<file path="src/rtl/uart_rx_bit_stream.sv">
// UART 8N1 receive front end: synchronizer, start-bit validation,
// per-bit serial output, byte assembly and framing-error flagging.
module uart_rx_bit_stream #(
  parameter int CLKS_PER_BIT = 217,
  parameter int HALF_BIT     = CLKS_PER_BIT / 2
) (
  input  logic       sys_clk,
  input  logic       reset,
  input  logic       rx_in,
  output logic       bit_data,
  output logic       bit_valid,
  output logic [7:0] byte_data,
  output logic       byte_valid,
  output logic       frame_err,
  output logic       busy
);

  localparam int CW = (CLKS_PER_BIT > 1) ? $clog2(CLKS_PER_BIT) : 1;
  localparam logic [CW-1:0] HALF_M1 = CW'(HALF_BIT - 1);
  localparam logic [CW-1:0] FULL_M1 = CW'(CLKS_PER_BIT - 1);
  localparam logic [CW-1:0] ONE     = CW'(1);

  typedef enum logic [2:0] {
    IDLE  = 3'd0,
    START = 3'd1,
    DATA  = 3'd2,
    STOP  = 3'd3,
    BRK   = 3'd4
  } state_t;

  state_t        state;
  state_t        state_n;
  logic          rx_m;
  logic          rx_s;
  logic [CW-1:0] cnt;
  logic [CW-1:0] cnt_n;
  logic [2:0]    idx;
  logic [2:0]    idx_n;
  logic [7:0]    shreg;
  logic [7:0]    shreg_n;
  logic          bit_data_n;
  logic          bit_valid_n;
  logic [7:0]    byte_data_n;
  logic          byte_valid_n;
  logic          frame_err_n;
  logic          busy_n;
  logic          half_hit;
  logic          full_hit;

  assign half_hit = (cnt == HALF_M1);
  assign full_hit = (cnt == FULL_M1);

  // Two-flop synchronizer on the asynchronous line; idles high.
  always_ff @(posedge sys_clk) begin
    if (!reset) begin
      rx_m <= 1'b1;
      rx_s <= 1'b1;
    end else begin
      rx_m <= rx_in;
      rx_s <= rx_m;
    end
  end

  // State, datapath and registered outputs.
  always_ff @(posedge sys_clk) begin
    if (!reset) begin
      state      <= IDLE;
      cnt        <= '0;
      idx        <= '0;
      shreg      <= '0;
      bit_data   <= 1'b0;
      bit_valid  <= 1'b0;
      byte_data  <= 8'h00;
      byte_valid <= 1'b0;
      frame_err  <= 1'b0;
      busy       <= 1'b0;
    end else begin
      state      <= state_n;
      cnt        <= cnt_n;
      idx        <= idx_n;
      shreg      <= shreg_n;
      bit_data   <= bit_data_n;
      bit_valid  <= bit_valid_n;
      byte_data  <= byte_data_n;
      byte_valid <= byte_valid_n;
      frame_err  <= frame_err_n;
      busy       <= busy_n;
    end
  end

  // Next-state decision; BRK holds off re-arming while the line is low.
  always_comb begin
    state_n = state;
    unique case (state)
      IDLE:    if (!rx_s) state_n = START;
      START:   if (half_hit) state_n = rx_s ? IDLE : DATA;
      DATA:    if (full_hit && idx == 3'd7) state_n = STOP;
      STOP:    if (full_hit) state_n = rx_s ? IDLE : BRK;
      BRK:     if (rx_s) state_n = IDLE;
      default: state_n = IDLE;
    endcase
  end

  // Counter, shifter and next values of the output pulses.
  always_comb begin
    cnt_n        = cnt;
    idx_n        = idx;
    shreg_n      = shreg;
    bit_data_n   = bit_data;
    bit_valid_n  = 1'b0;
    byte_data_n  = byte_data;
    byte_valid_n = 1'b0;
    frame_err_n  = 1'b0;
    busy_n       = (state_n != IDLE);
    unique case (state)
      IDLE: cnt_n = '0;
      START: begin
        if (half_hit) begin
          cnt_n = '0;
          idx_n = '0;
        end else begin
          cnt_n = cnt + ONE;
        end
      end
      DATA: begin
        if (full_hit) begin
          cnt_n       = '0;
          idx_n       = idx + 3'd1;
          bit_data_n  = rx_s;
          bit_valid_n = 1'b1;
          shreg_n     = {rx_s, shreg[7:1]};
        end else begin
          cnt_n = cnt + ONE;
        end
      end
      STOP: begin
        if (full_hit) begin
          cnt_n = '0;
          if (rx_s) begin
            byte_data_n  = shreg;
            byte_valid_n = 1'b1;
          end else begin
            frame_err_n = 1'b1;
          end
        end else begin
          cnt_n = cnt + ONE;
        end
      end
      BRK: cnt_n = '0;
      default: cnt_n = '0;
    endcase
  end

endmodule

</file>
<file path="config.mk">
export PLATFORM = sky130hd
export DESIGN_NAME = uart_rx_bit_stream
export DESIGN_NICKNAME = d
export VERILOG_FILES = /design/src/rtl/uart_rx_bit_stream.sv
export SDC_FILE = /design/constraint.sdc
export NUM_CORES = 1
export LEC_CHECK = 0
export CORE_MARGIN = 2
export CORE_UTILIZATION = 59
export CTS_CLUSTER_DIAMETER = 150
export CTS_CLUSTER_SIZE = 30
export DETAILED_ROUTE_END_ITERATION = 16
export PLACE_DENSITY = 0.89
export SLEW_MARGIN = 20
export SYNTH_ARGS = -nofsm -noshare
export SYNTH_HDL_FRONTEND = slang
export SYNTH_SLANG_ARGS = --single-unit
export TNS_END_PERCENT = 30
</file>
<file path="constraint.sdc">
create_clock -name sys_clk -period 2.8 [get_ports sys_clk]
set_clock_uncertainty 0.1 [all_clocks]
set_input_delay 0.42 -clock sys_clk [delete_from_list [all_inputs] [get_ports sys_clk]]
set_output_delay 0.42 -clock sys_clk [all_outputs]
set_load 0.005 [all_outputs]
</file>
==> impl_metrics.csv <==
group,metric,value,unit
yosys,top_cells_by_area_in_the_synthesized_netlist,"sky130_fd_sc_hd__dfxtp_1, sky130_fd_sc_hd__mux2i_1, sky130_fd_sc_hd__nor2_1",
global_route,grt_first_pass_wirelength,4370,um
worst_hold_path,min_to,"rx_s$_SDFF_PN1_",
flow_run,max_cap_viols,0,
clock_tree,cts_hold_repair.buffers,0,
critical_path,slowest_delay,640,ps
detailed_routing,drt-total-wl,2480,um
global_route,pin_count_of_the_biggest_net_entering_global_routing,19,
yosys,synthCells,154,
placed_design,dpl-instance-area,0.00169,mm^2
global_route,antenna_found_initial,0,
pwr,power.switching_fraction,21.7,%
final_layout,n_fill_cell,186,
pwr,p_switching,0.000189,W
yosys,postSynthRegisterBits,36,
critical_path,cp_max_fo,9,
timing,grt_setup_unrepaired,"no",
clock_tree,clock-root-buffer,"sky130_fd_sc_hd__clkbuf_4",
final_layout,num_antenna_cells,0,
pwr,clock_power_share,34.1,%
clock_tree,post_cts.resized_instances,0,
detailed_routing,drt_first_pass_iters,4,
final_layout,drive_above_1_share,8.14,%
yosys,synth_flop_cell,"sky130_fd_sc_hd__dfxtp_1",
yosys,yosys.area.top_type_share,47.1,%
placed_design,hpwl,1800,um
yosys,syn-mean-instance-area,9.94,um^2
pwr,worst_ir_drop_vdd,0.000386,V
worst_hold_path,timing.hold.worst_path_depth,1,
floorplan,die-area,0.00302,mm^2
clock_tree,cts_made_buffers,5,
detailed_routing,drc,0,
clock_tree,post_cts.repair.setup_buffers,0,
global_route,number_of_global_route_vias_before_repair,1009,
global_route,globalRouteTotalUtil,20.3,%
yosys,synth.yosys.seq_area_share,47.1,%
critical_path,worstRegToRegCells,6,
timing,timing_worst_slew_pin_value,537,ps
floorplan,std_cell_rows,18,
timing,fmaxAchievable,509,MHz
final_layout,layout-area-overhead-vs-synth,14.9,%
pwr,powerDensity,496,mW/mm^2
yosys,synth.cell_area,0.00153,mm^2
yosys,synth_common_cells,"sky130_fd_sc_hd__dfxtp_1, sky130_fd_sc_hd__nor2_1, sky130_fd_sc_hd__mux2i_1",
yosys,synth.most_common_cell,"sky130_fd_sc_hd__dfxtp_1",
clock_tree,clk_pin_slew_worst_paths,100,ps
yosys,total_number_of_yosys_warnings,0,
global_route,gr-total-overflow,0,
detailed_routing,route.vias.total,1099,
detailed_routing,route.detailed.vias_per_inst,5.44,
timing,final_min_period_over_clock_period,70.1,%
timing,max_slew_margin,64.1,%
critical_path,worstPathCellList,"clkdlybuf4s50_1 -> nor4bb_1 -> nor4b_1 -> nor3_1 -> nand4b_1",
yosys,synth-edff-count,0,
clock_tree,clkLatencyLatePin,330,ps
timing,final-setup-viol-count,0,
critical_path,worst-r2r-setup-slack,860,ps
status,status,"finished, final reports clean",
critical_path,timing.critical_path.required,2970,ps
timing,final-hold-violation-count,0,
critical_path,worst-endpoint-arrival,2130,ps
detailed_routing,post_drt_wl_per_cell,12.3,um
critical_path,critical_path.reg2reg.startpoint,"cnt[0]$_SDFF_PN0_",
placed_design,numPortBuffers,15,
critical_path,cp-start-kind,"input port",
detailed_routing,first_iter_violations,12,
final_layout,final-seq-area,721,um^2
pwr,comb_power_share,4.8,%
yosys,synthDistinctLibCells,38,
clock_tree,tritoncts,"done",
critical_path,worst_path_cell_with_the_longest_stage_delay,"sky130_fd_sc_hd__clkdlybuf4s50_1",
placed_design,gp_routability_congestion,0.818,
final_layout,multi_input_area,756,um^2
critical_path,end_kind,"flip-flop",
clock_tree,clk_path_buf_depth,2,
yosys,synthesis.nets,161,
worst_hold_path,hp-start,"rx_m$_SDFF_PN1_",
timing,report.final.slew_viol_count,0,
timing,setup_tns,0,ps
critical_path,crit-reg2reg-capture,"shreg[5]$_SDFFE_PN0P_",
clock_tree,clock_sink_count,36,
critical_path,setup.worst_path.class,"input port to flip-flop",
floorplan,placeableCoreArea,0.00248,mm^2
floorplan,floorplan.initialDensity,61.8,%
clock_tree,cts_htree_levels,2,
yosys,synth_area_leader_cell,"sky130_fd_sc_hd__dfxtp_1",
final_layout,nNetsFinal,179,
pwr,cell_internal_pwr,0.000683,W
timing,finalCriticalPeriod,1960,ps
detailed_routing,antenna_left,0,
worst_hold_path,hold_path.class,"flip-flop to flip-flop",
final_layout,layout.cell_area.non_filler,0.00176,mm^2
pwr,power_leakage,0.758,nW
pwr,sequentialPowerShare,61.1,%
floorplan,io_pins,16,
floorplan,height_of_the_die,55.0,um
floorplan,die_width,55.0,um
yosys,synthArstFlopShare,0,%
==> flip-flops by register name, indices dropped and copies added, names as in the netlist, 3 cells and up <==
name and cells:
idx 3, state 3, byte_data 8, cnt 8
shreg 7
==> critical path: cells and delay by family <==
kind                   cells  cell delay, ps
buffers and inverters      1             640
and+or+nand+nor            4            1070
==> cell families after synthesis <==
| kind of cell | count (synthesis) | share of synthesized area [%] |
|---|---|---|
| AOI/OAI and AO/OA | 9 | 4.58 |
| and+or+nand+nor | 68 | 25.7 |
| adders and majority gates | 4 | 3.27 |
| xor gates and xnor gates | 6 | 3.43 |
| DFF | 36 | 47.1 |
| muxes | 19 | 12.4 |
| buffers and inverters | 12 | 3.59 |
==> placed cells by master, fill, tap and decap left out, drive strengths merged, types with 6 or more instances in the layout <==
cell type / synthesis / final
clkbuf: 1 / 7
clkdlybuf4s50: 0 / 15
dfxtp: 36 / 36
inv: 7 / 7
mux2i: 19 / 19
nand2: 10 / 10
nand2b: 6 / 6
nor2: 28 / 28
==> stage by stage <==
| step | utilization [%] | std cells | setup WS (ps) | hold slack, ps | total power [W] |
|---|---|---|---|---|---|
| final | 71.0 | 202 | 837 | 334 | 0.000872 |
| after global routing | 71.0 | 202 | 711 | 372 | 0.000914 |
| after CTS | 71.0 | 202 | 826 | 342 | 0.000881 |
| after detailed placement | 68.4 | 195 | 502 | 299 | 0.000586 |
| after global placement | 68.4 | 195 | 566 | 304 | 0.000584 |
| after floorplan | - | 154 | 986 | 286 | 0.000571 |
==> worst max path at each step <==
stage,startpoint,endpoint,slack [ps],cells after the start
6_report,reset,busy$_SDFF_PN0_,840,5
5_1_grt,reset,busy$_SDFF_PN0_,710,5
4_1_cts,cnt[0]$_SDFF_PN0_,shreg[5]$_SDFFE_PN0P_,830,6
3_5_place_dp,reset,busy$_SDFF_PN0_,500,5
3_3_place_gp,reset,busy$_SDFF_PN0_,570,5
2_1_floorplan,cnt[0]$_SDFF_PN0_,shreg[0]$_SDFFE_PN0P_,990,7
==> final cells by class <==
type	count	share of cell area (%)
multi-input combinational	106	43.0
inverter	8	1.71
timing repair buffer	15	8.53
sequential	36	41.0
tap	30	2.13
clock buffer	7	3.70
==> power groups by stage <==
stage                     logic [W]  clock network, W  registers, W
final                     0.0000420          0.000297      0.000533
after global placement    0.0000405                 0      0.000543
after global routing      0.0000471          0.000332      0.000536
after floorplan           0.0000336                 0      0.000538
after CTS                 0.0000428          0.000305      0.000533
after detailed placement  0.0000422                 0      0.000544
==> per-layer routing <==
| metal | global-route usage, % | vias to the layer above | part of all wire [%] |
|---|---|---|---|
| li1 | - | 564 | - |
| met1 | 26.1 | 509 | 47 |
| met2 | 32.1 | 20 | 48 |
| met3 | 5.65 | 6 | 3.9 |
| met4 | 8.54 | 0 | 1.3 |
| met5 | 0 | - | 0 |
(Power assumes the default switching activity.)
